`src/rtl/conv_pkg.sv`:
```
// Shared types and helpers for the 2D convolution stream engine and the
// downstream max-pool stage.
//   conv_state_e : control FSM states of the convolution engine
//   out_dim      : valid-mode output side length for image N, kernel K, stride S
//   acc_width    : accumulator width that holds a full KxK dot product exactly
//   sat_relu     : optional ReLU followed by clamp/extend to an output width
package conv_pkg;

  typedef enum logic [2:0] {
    IDLE,
    LOAD,
    RUN,
    DRAIN,
    DONE
  } conv_state_e;

  // Working width of sat_relu; accumulators and output words must stay below it.
  localparam int SAT_W = 64;

  function automatic int out_dim(input int n, input int k, input int s);
    return (n - k) / s + 1;
  endfunction

  function automatic int acc_width(input int dw, input int k, input int is_signed);
    return 2 * dw + $clog2(k * k) + is_signed;
  endfunction

  // value arrives already sign- or zero-extended to SAT_W bits. The caller keeps
  // the low ow bits of the return value; when ow exceeds the accumulator width
  // no clamp fires and those bits are the extended result.
  function automatic logic [SAT_W-1:0] sat_relu(input logic signed [SAT_W-1:0] value,
                                                input int ow,
                                                input bit is_signed,
                                                input bit relu);
    logic signed [SAT_W-1:0] x;
    logic signed [SAT_W-1:0] hi;
    logic signed [SAT_W-1:0] lo;
    x = value;
    if (relu && x < 0) x = '0;
    if (is_signed) begin
      hi = (64'sd1 <<< (ow - 1)) - 64'sd1;
      lo = -(64'sd1 <<< (ow - 1));
      if (x > hi) x = hi;
      else if (x < lo) x = lo;
    end else begin
      hi = (64'sd1 <<< ow) - 64'sd1;
      lo = '0;
      if (x > hi) x = hi;
      else if (x < lo) x = lo;
    end
    return x;
  endfunction

endpackage

```
`src/rtl/conv_window_mac.sv`:
```
// One KxK window dot product with a single register stage.
//   clk, rst   : clock, synchronous active-high reset
//   in_valid   : window/weights are meaningful this cycle
//   window     : KxK pixels of the current window
//   weights    : KxK kernel
//   out_valid  : registered in_valid
//   sum        : registered full-precision sum (AW bits), held while idle
module conv_window_mac
  import conv_pkg::*;
#(
  parameter int K      = 3,
  parameter int DW     = 8,
  parameter int SIGNED = 0,
  localparam int AW    = acc_width(DW, K, SIGNED)
) (
  input  logic                            clk,
  input  logic                            rst,
  input  logic                            in_valid,
  input  logic [0:K-1][0:K-1][DW-1:0]     window,
  input  logic [0:K-1][0:K-1][DW-1:0]     weights,
  output logic                            out_valid,
  output logic [AW-1:0]                   sum
);

  logic                 valid_q, valid_d;
  logic [AW-1:0]        sum_q, sum_d;
  logic signed [AW-1:0] acc, pix_ext, wgt_ext;

  // Operands are widened to AW before multiplying; the exact sum fits in AW,
  // so arithmetic modulo 2^AW yields the exact result for both signednesses.
  always_comb begin
    // NOTE: every signal written here gets a default first, so no path leaves
    // one unassigned and no latch is inferred.
    valid_d = in_valid;
    sum_d   = sum_q;
    acc     = '0;
    pix_ext = '0;
    wgt_ext = '0;
    for (int r = 0; r < K; r++) begin
      for (int c = 0; c < K; c++) begin
        if (SIGNED != 0) begin
          pix_ext = AW'(signed'(window[r][c]));
          wgt_ext = AW'(signed'(weights[r][c]));
        end else begin
          pix_ext = AW'(window[r][c]);
          wgt_ext = AW'(weights[r][c]);
        end
        acc = acc + pix_ext * wgt_ext;
      end
    end
    if (in_valid) sum_d = acc;
  end

  always_ff @(posedge clk) begin
    // NOTE: state is updated with non-blocking assignments so every flop
    // samples pre-edge values regardless of process ordering.
    if (rst) begin
      valid_q <= 1'b0;
      sum_q   <= '0;
    end else begin
      valid_q <= valid_d;
      sum_q   <= sum_d;
    end
  end

  assign out_valid = valid_q;
  assign sum       = sum_q;

endmodule

```
`src/rtl/conv2d_stream_engine.sv`:
```
// Valid-mode 2D convolution of an NxN image with a KxK kernel at stride S.
// One window is issued per cycle; each result is streamed and also written
// into the MxM result array, which holds until the next job overwrites it.
//   clk, rst     : clock, synchronous active-high reset (aborts a job)
//   start        : one-cycle request, accepted only in IDLE
//   relu_en      : clamp negative results to zero, captured with start
//   image_in     : NxN image, captured with start
//   weights      : KxK kernel, captured with start
//   busy         : job in progress
//   done         : one-cycle pulse after the last result is written
//   out_valid    : out_row/out_col/out_data carry a new result this cycle
//   out_row/col  : coordinates of out_data
//   out_data     : streamed result
//   conv_result  : full MxM result array
module conv2d_stream_engine
  import conv_pkg::*;
#(
  parameter int N      = 10,
  parameter int K      = 3,
  parameter int S      = 1,
  parameter int DW     = 8,
  parameter int SIGNED = 0,
  parameter int OW     = 16,
  localparam int M     = out_dim(N, K, S),
  localparam int AW    = acc_width(DW, K, SIGNED),
  localparam int CW    = $clog2(M) + 1
) (
  input  logic                            clk,
  input  logic                            rst,
  input  logic                            start,
  input  logic                            relu_en,
  input  logic [0:N-1][0:N-1][DW-1:0]     image_in,
  input  logic [0:K-1][0:K-1][DW-1:0]     weights,
  output logic                            busy,
  output logic                            done,
  output logic                            out_valid,
  output logic [CW-1:0]                   out_row,
  output logic [CW-1:0]                   out_col,
  output logic [OW-1:0]                   out_data,
  output logic [0:M-1][0:M-1][OW-1:0]     conv_result
);

  localparam int IW  = (N > 1) ? $clog2(N) : 1;
  localparam int MIW = (M > 1) ? $clog2(M) : 1;

  conv_state_e                     state_q, state_d;
  logic [0:N-1][0:N-1][DW-1:0]     image_q, image_d;
  logic [0:K-1][0:K-1][DW-1:0]     weights_q, weights_d;
  logic                            relu_q, relu_d;
  logic [CW-1:0]                   i_q, i_d, j_q, j_d;
  logic [CW-1:0]                   iss_row_q, iss_row_d, iss_col_q, iss_col_d;
  logic                            busy_q, busy_d, done_q, done_d;
  logic                            out_valid_q, out_valid_d;
  logic [CW-1:0]                   out_row_q, out_row_d, out_col_q, out_col_d;
  logic [OW-1:0]                   out_data_q, out_data_d;
  logic [0:M-1][0:M-1][OW-1:0]     conv_result_q, conv_result_d;

  logic                            accept, issue, mac_valid;
  logic [0:K-1][0:K-1][DW-1:0]     window;
  logic [AW-1:0]                   mac_sum;
  logic signed [SAT_W-1:0]         sum_ext;
  logic [OW-1:0]                   result;

  // done is registered, so on its visible cycle the FSM is already in IDLE;
  // gating on done_q keeps a start coincident with done from being accepted.
  assign accept = (state_q == IDLE) && start && !done_q;
  assign issue  = (state_q == RUN);

  always_comb begin
    state_d   = state_q;
    i_d       = i_q;
    j_d       = j_q;
    image_d   = accept ? image_in : image_q;
    weights_d = accept ? weights  : weights_q;
    relu_d    = accept ? relu_en  : relu_q;
    unique case (state_q)
      IDLE: if (accept) state_d = LOAD;
      LOAD: begin
        i_d     = '0;
        j_d     = '0;
        state_d = RUN;
      end
      RUN: begin
        if (j_q == CW'(M - 1)) begin
          j_d = '0;
          if (i_q == CW'(M - 1)) begin
            i_d     = '0;
            state_d = DRAIN;
          end else begin
            i_d = i_q + CW'(1);
          end
        end else begin
          j_d = j_q + CW'(1);
        end
      end
      DRAIN:   state_d = DONE;
      DONE:    state_d = IDLE;
      default: state_d = IDLE;
    endcase
    // Both flags are registered one cycle behind the state, which lines busy
    // up with start acceptance and makes busy fall on the edge done rises.
    busy_d = (state_d != IDLE);
    done_d = (state_q == DONE);
  end

  always_comb begin
    window = '0;
    for (int r = 0; r < K; r++) begin
      for (int c = 0; c < K; c++) begin
        window[r][c] = image_q[IW'(int'(i_q) * S + r)][IW'(int'(j_q) * S + c)];
      end
    end
  end

  conv_window_mac #(
    .K      (K),
    .DW     (DW),
    .SIGNED (SIGNED)
  ) u_mac (
    .clk       (clk),
    .rst       (rst),
    .in_valid  (issue),
    .window    (window),
    .weights   (weights_q),
    .out_valid (mac_valid),
    .sum       (mac_sum)
  );

  always_comb begin
    if (SIGNED != 0) sum_ext = SAT_W'(signed'(mac_sum));
    else             sum_ext = SAT_W'(mac_sum);
    result = OW'(sat_relu(sum_ext, OW, SIGNED != 0, relu_q));

    // Coordinates travel alongside the MAC register so they stay aligned.
    iss_row_d = issue ? i_q : iss_row_q;
    iss_col_d = issue ? j_q : iss_col_q;

    out_valid_d   = mac_valid;
    out_row_d     = out_row_q;
    out_col_d     = out_col_q;
    out_data_d    = out_data_q;
    conv_result_d = conv_result_q;
    if (mac_valid) begin
      out_row_d  = iss_row_q;
      out_col_d  = iss_col_q;
      out_data_d = result;
      conv_result_d[MIW'(iss_row_q)][MIW'(iss_col_q)] = result;
    end
  end

  always_ff @(posedge clk) begin
    // NOTE: the result array is a visible output with a defined post-reset
    // value, so it is cleared on reset like any control flop.
    if (rst) begin
      state_q       <= IDLE;
      i_q           <= '0;
      j_q           <= '0;
      iss_row_q     <= '0;
      iss_col_q     <= '0;
      busy_q        <= 1'b0;
      done_q        <= 1'b0;
      out_valid_q   <= 1'b0;
      out_row_q     <= '0;
      out_col_q     <= '0;
      out_data_q    <= '0;
      conv_result_q <= '0;
    end else begin
      state_q       <= state_d;
      i_q           <= i_d;
      j_q           <= j_d;
      iss_row_q     <= iss_row_d;
      iss_col_q     <= iss_col_d;
      busy_q        <= busy_d;
      done_q        <= done_d;
      out_valid_q   <= out_valid_d;
      out_row_q     <= out_row_d;
      out_col_q     <= out_col_d;
      out_data_q    <= out_data_d;
      conv_result_q <= conv_result_d;
    end
  end

  // Operand captures are always rewritten at start before they are read.
  always_ff @(posedge clk) begin
    image_q   <= image_d;
    weights_q <= weights_d;
    relu_q    <= relu_d;
  end

  assign busy        = busy_q;
  assign done        = done_q;
  assign out_valid   = out_valid_q;
  assign out_row     = out_row_q;
  assign out_col     = out_col_q;
  assign out_data    = out_data_q;
  assign conv_result = conv_result_q;

endmodule

```
`config.mk`:
```
export PLATFORM = sky130hd
export DESIGN_NAME = conv2d_stream_engine
export DESIGN_NICKNAME = d
export VERILOG_FILES = /design/src/rtl/conv_pkg.sv /design/src/rtl/conv_window_mac.sv /design/src/rtl/conv2d_stream_engine.sv
export SDC_FILE = /design/constraint.sdc
export NUM_CORES = 2
export LEC_CHECK = 0
export CORE_AREA = 2 2 740 742
export CTS_BUF_LIST = sky130_fd_sc_hd__clkbuf_4
export CTS_CLUSTER_SIZE = 28
export DETAILED_ROUTE_END_ITERATION = 7
export DIE_AREA = 0 0 742 744
export MAX_ROUTING_LAYER = met4
export SLEW_MARGIN = 20
export SYNTH_ARGS = -nofsm -noshare
export SYNTH_HDL_FRONTEND = slang
export SYNTH_SLANG_ARGS = --single-unit
export TNS_END_PERCENT = 20
```
`constraint.sdc`:
```
create_clock -name clk -period 35.8 [get_ports clk]
set_input_delay 8.95 -clock clk [delete_from_list [all_inputs] [get_ports clk]]
set_output_delay 8.95 -clock clk [all_outputs]
set_load 0.005 [all_outputs]
```
# After elaboration in Yosys (flattened, before gate mapping)
# Cells that the tools add are included.
# Widths: inputs -> output; s select.
dict set report totals {
  out_inout_bits 1051
  input_bits 876
  word_cells 301
  register_bits 1964
}
dict set report classes {
  add_sub_neg 14
  eq_ne 7
  n_mul 9
  order_cmp 13
  reduce_logical 10
  n_mux 53
  n_bitwise 8
}
# cell count
set ops {}
lappend ops {{$bwmux 1024} 1}
lappend ops {{$bmux 80 s4} 3}
lappend ops {{$mux 80} 6}
lappend ops {{$demux 128 s3} 1}
lappend ops {{$bmux 8 s4} 9}
lappend ops {{$add 20x20->20} 8}
lappend ops {{$mul 8x8->16} 9}
lappend ops {{$mux 8} 18}
lappend ops {{$mux 128} 1}
lappend ops {{$demux 16 s3} 1}
lappend ops {{$mux 16} 3}
lappend ops {{$lt 20x1->1 const B} 2}
lappend ops {{$ge 4x5->1 const B} 6}
lappend ops {{$not 4->4} 6}
lappend ops {{$gt 20x16->1 const B} 1}
lappend ops {{$mux 20} 1}
lappend ops {{$add 4x1->4 const B} 4}
lappend ops {{$pmux 4 s2} 2}
lappend ops {{$mux 4} 3}
lappend ops {{$pmux 3 s4} 1}
lappend ops {{$mux 3} 3}
lappend ops {{$add 4x2->4 const B} 2}
lappend ops {{$eq 4x3->1 const B} 2}
lappend ops {{$ge 4x4->1 const B} 2}
lappend ops {{other kinds (12)} 19}

# Longest topological paths before layout
dict set report logic_depth {
  word_depth 16
  depth_mapped 47
}

# Hierarchy
# Synthesis repeated with hierarchy kept, for this count alone.
dict set report hier_totals {
  cells_unflattened 9615
  hier_area_um2 107973.6
}
# mod cells_per_inst seq_area_each_um2 instances area_each_um2
set modules_own_cells {}
lappend modules_own_cells {conv2d_stream_engine 7239 47605.7 1 86212.7}
lappend modules_own_cells {conv_window_mac 2376 420.4 1 21760.9}

# Worst setup path before layout
# OpenSTA, ideal clock, no wires.
dict set report synth_path {
  path_type {input to register}
  from {input port start}
  to {register state_q[0]}
  setup_ns 0.155
  arrival_ns 30.070
  path_stages 2
  slack_ns 5.574
  cell_sequence {and3_1 > o21a_1}
}
dict set report synth_between {
  elab_chain_len 4
}
# item line_no
set synth_rtl {}
lappend synth_rtl {{start, declared} conv2d_stream_engine.sv:30} ;# input logic start,
lappend synth_rtl {{$logic_and 1x1->1 (2 in series)} conv2d_stream_engine.sv:66} ;# assign accept = (state_q == IDLE) && start && !done_q;
lappend synth_rtl {{$mux 3} conv2d_stream_engine.sv:77} ;# IDLE: if (accept) state_d = LOAD;
lappend synth_rtl {{$pmux 3 s4} conv2d_stream_engine.sv:76} ;# unique case (state_q)
lappend synth_rtl {{end signal, assigned} conv2d_stream_engine.sv:168} ;# state_q <= state_d;
lappend synth_rtl {{end, declared} conv2d_stream_engine.sv:46} ;# conv_state_e state_q, state_d;
# No other way between the ends.
# A chain may end at the register's enable or synchronous reset.

# Worst setup path in the final report
dict set report layout_path {
  from {input port rst}
  to {register conv_result_q (netlist bit conv_result[573])}
}
# item line_no
set layout_rtl {}
lappend layout_rtl {{start, declared} conv2d_stream_engine.sv:29} ;# input logic rst,
lappend layout_rtl {{end signal, assigned} conv2d_stream_engine.sv:179} ;# conv_result_q <= conv_result_d;
lappend layout_rtl {{end, declared} conv2d_stream_engine.sv:56} ;# logic [0:M-1][0:M-1][OW-1:0] conv_result_q, conv_result_d;
# No word-level cell between the ends.

==> flow_summary.toml <==
[min_path]
hold_path_end = "u_mac.sum[16]$_SDFFE_PP0P_"
holdPathStages = 2
hold_class = "register to register"
min_from = "u_mac.sum[16]$_SDFFE_PP0P_"

[floorplan]
design.core.area_um2 = 544000
row_count = 271
initial_core_util_pct = 20.1
die_area_um2 = 552000
die_w_um = 742
io_pins = 1927
chipHeight_um = 744

[grt]
grt_pass1_vias = 87300
globalRouteTotalUtil_pct = 19.0
antenna_found_initial = 179
grt_pass1_wl_um = 717000
global_route.overflow_total = 0
pin_count_of_the_biggest_net_entering_global_routing = 178

[sta]
setup_tns_ns = 0
timing.final.setup_violations = 0
worst_slew_margin_rel_pct = 17.3
post-route-period-util_pct = 38.5
clock_skew_ns = 0.314
period_minus_slack_ns = 13.80
slew_viol_final = 0
highest_clock_frequency_the_design_can_meet_ghz = 0.0725
report.final.hold_viol_count = 0
unrepaired_setup_endpoints_after_global_routing = "no"
tightest_slew_ns = 1.23

[clock_tree]
tritoncts_clock_tree = "done"
cts_num_sinks = 1963
setup_fix_buffers_added_after_clock_tree_synthesis = 0
cts-resized-gates = 0
clockRootBuffer = "clkbuf_4"
cts.path.max_buffers = 4
cts_buffers = 564
cts_max_level = 6
insertion_delay_ns = 1.72
cts.hold.buffers_added = 0
clk_pin_slew_worst_paths_ns = 0.06

[synthesis]
yosysUniqueCellTypes = 90
synth.cell_area_um2 = 109000
asyncSetResetFlopFracSynth_pct = 0
synth_sequential_area_ratio_pct = 44.0
postSynth.topFlopCell = "dfxtp_1"
post-synth-top-area-fraction_pct = 24.0
netlist_top_cells_area = "edfxtp_1, dfxtp_1, mux4_2, fa_1, a211oi_1"
number_of_instances_in_the_synthesized_netlist = 9817
synth-edff-count = 872
postSynthRegisterBits = 1963
synthesis.area_per_instance_um2 = 11.1
syn_nets = 11500
synth_area_leader_cell = "edfxtp_1"
ys_warn_count = 0

[run_status]
status = "complete, no violations"

[detailed_routing]
detail_route.wl_per_cell_um = 27.3
routed_wl_um = 534000
drt_pass_1_iters = 7
initialDrtViolationCount = 8581
detailroute.via_count = 90100
viasPerCell = 4.60
route.detailed.drc = 0
antenna_left = 0

[critical_path]
setup.reg_to_reg.worst_slack_ns = 22.07
timing.rr.start = "i_q[1]$_SDFFE_PP0P_"
worst_r2r_path_depth = 37
cp_data_arrival_time_ns = 15.10
crit_path_start = "rst"
crit_path_end_kind = "register"
timing.critical_path.required_ns = 37.10
setup.worst_path.start_class = "input port"
worstReg2RegEnd = "u_mac.sum[17]$_SDFFE_PP0P_"
timing_worst_setup_path_type = "input port to register"
worst-path-max-fanout = 177

[placement]
globalplace.congestion = 0.955
dp.final_hpwl_um = 415000
io_buffer_count = 1925

[cells_and_area]
post_route_cells_drive_above_1_share_pct = 15.6
register_area_um2 = 48000
final.fill_count = 57300
layout-area-overhead-vs-synth_pct = 32.3
most_common_library_cell_in_the_layout_ignoring_fill_and_taps = "clkdlybuf4s50_1"
layout.cells.most_common_list = "clkdlybuf4s50_1, nor2_1, dfxtp_1"
finalNetCount = 13400
multiInputGateArea_um2 = 55900

[flow_run]
max-cap-violations = 0
==> metal layers <==
metal	up-vias	wire (um)	track usage, %
met2	4699	264000	32.0
met4	0	36700	11.8
met3	1178	41400	4.16
met1	44300	192000	20.5
li1	39900	-	-
met5	-	0	-
==> through the flow <==
stage	setup slack (ns)	std cells	utilization [%]	hold slack (ns)	instance area, um2
floorplan	5.57	9817	-	0.428	109000
global placement	20.81	18400	25.1	0.442	137000
detailed placement	20.78	18400	25.1	0.443	137000
CTS	21.97	19400	26.5	0.456	144000
global route	21.44	19600	26.6	0.474	144000
finish	22.00	19600	26.6	0.456	144000
==> worst max-delay path by stage <==
| stage | end | slack (ns) | depth (start not counted) |
|---|---|---|---|
| 2_1_floorplan | state_q[0]$_SDFF_PP0_ | 5.57 | 2 |
| 3_3_place_gp | conv_result[699]$_SDFFE_PP0P_ | 20.81 | 9 |
| 3_5_place_dp | conv_result[601]$_SDFFE_PP0P_ | 20.78 | 9 |
| 4_1_cts | u_mac.sum[17]$_SDFFE_PP0P_ | 21.97 | 35 |
| 5_1_grt | u_mac.sum[17]$_SDFFE_PP0P_ | 21.44 | 38 |
| 6_report | conv_result[573]$_SDFFE_PP0P_ | 22.00 | 9 |
==> logic make-up after synthesis <==
group	count (synthesis)	synth area share [%]
AO/OA/AOI/OAI	1953	12.6
adder cells (fa/ha/maj)	783	12.0
AND/OR/NAND/NOR	2549	10.3
multiplexers	1009	14.7
flip-flops	1963	44.0
XOR/XNOR	126	1.03
buffers and inverters	1434	5.49
==> critical path: stages <==
cell	delay [ns]
buf_8	0.45
buf_12	0.45
buf_4	0.74
buf_4	0.78
buf_4	0.62
buf_12	0.61
buf_4	0.81
buf_4	0.85
a211oi_1	0.10
==> synth_stat cells, types with 18 or more instances <==
cell	n
nor2_1	1319
dfxtp_1	1091
a211oi_1	1070
edfxtp_1	872
inv_1	661
nand2_1	511
clkbuf_1	498
mux4_2	463
fa_1	434
mux2i_1	412
ha_1	349
and2_1	309
a21oi_1	279
o21ai_0	168
mux2_2	132
nor3_1	108
buf_1	101
nand3_1	84
xnor2_1	82
buf_2	77
nor2b_1	77
o22ai_1	63
buf_4	55
o22a_1	47
xor2_1	42
a31oi_1	37
buf_6	37
nand2b_1	36
a21o_1	29
o21a_1	28
o211ai_1	26
and3_1	25
nand3b_1	18
o21ai_1	18
==> registers in the layout, summed over array words and instances (netlist names) <==
register,cells
iss_col_q,4
iss_row_q,4
out_row,4
u_mac.out_valid,1
image_q,800
j_q,4
weights_q,72
conv_result,1024
out_valid,1
busy,1
out_data,16
done,1
i_q,4
u_mac.sum,20
state_q,3
out_col,4
==> area by class of cell <==
type / instances / share of cell area [%]
Clock inverter: 149 / 0.753
Clock buffer: 833 / 4.33
Sequential cell: 1963 / 33.3
Tap cell: 7234 / 6.27
Inverter: 663 / 1.73
Antenna cell: 163 / 0.282
Timing Repair Buffer: 2160 / 14.7
Multi-Input combinational cell: 6420 / 38.7
Power is not shown: default switching activity piles up to over one toggle a cycle in this logic, so the estimate is an artifact.
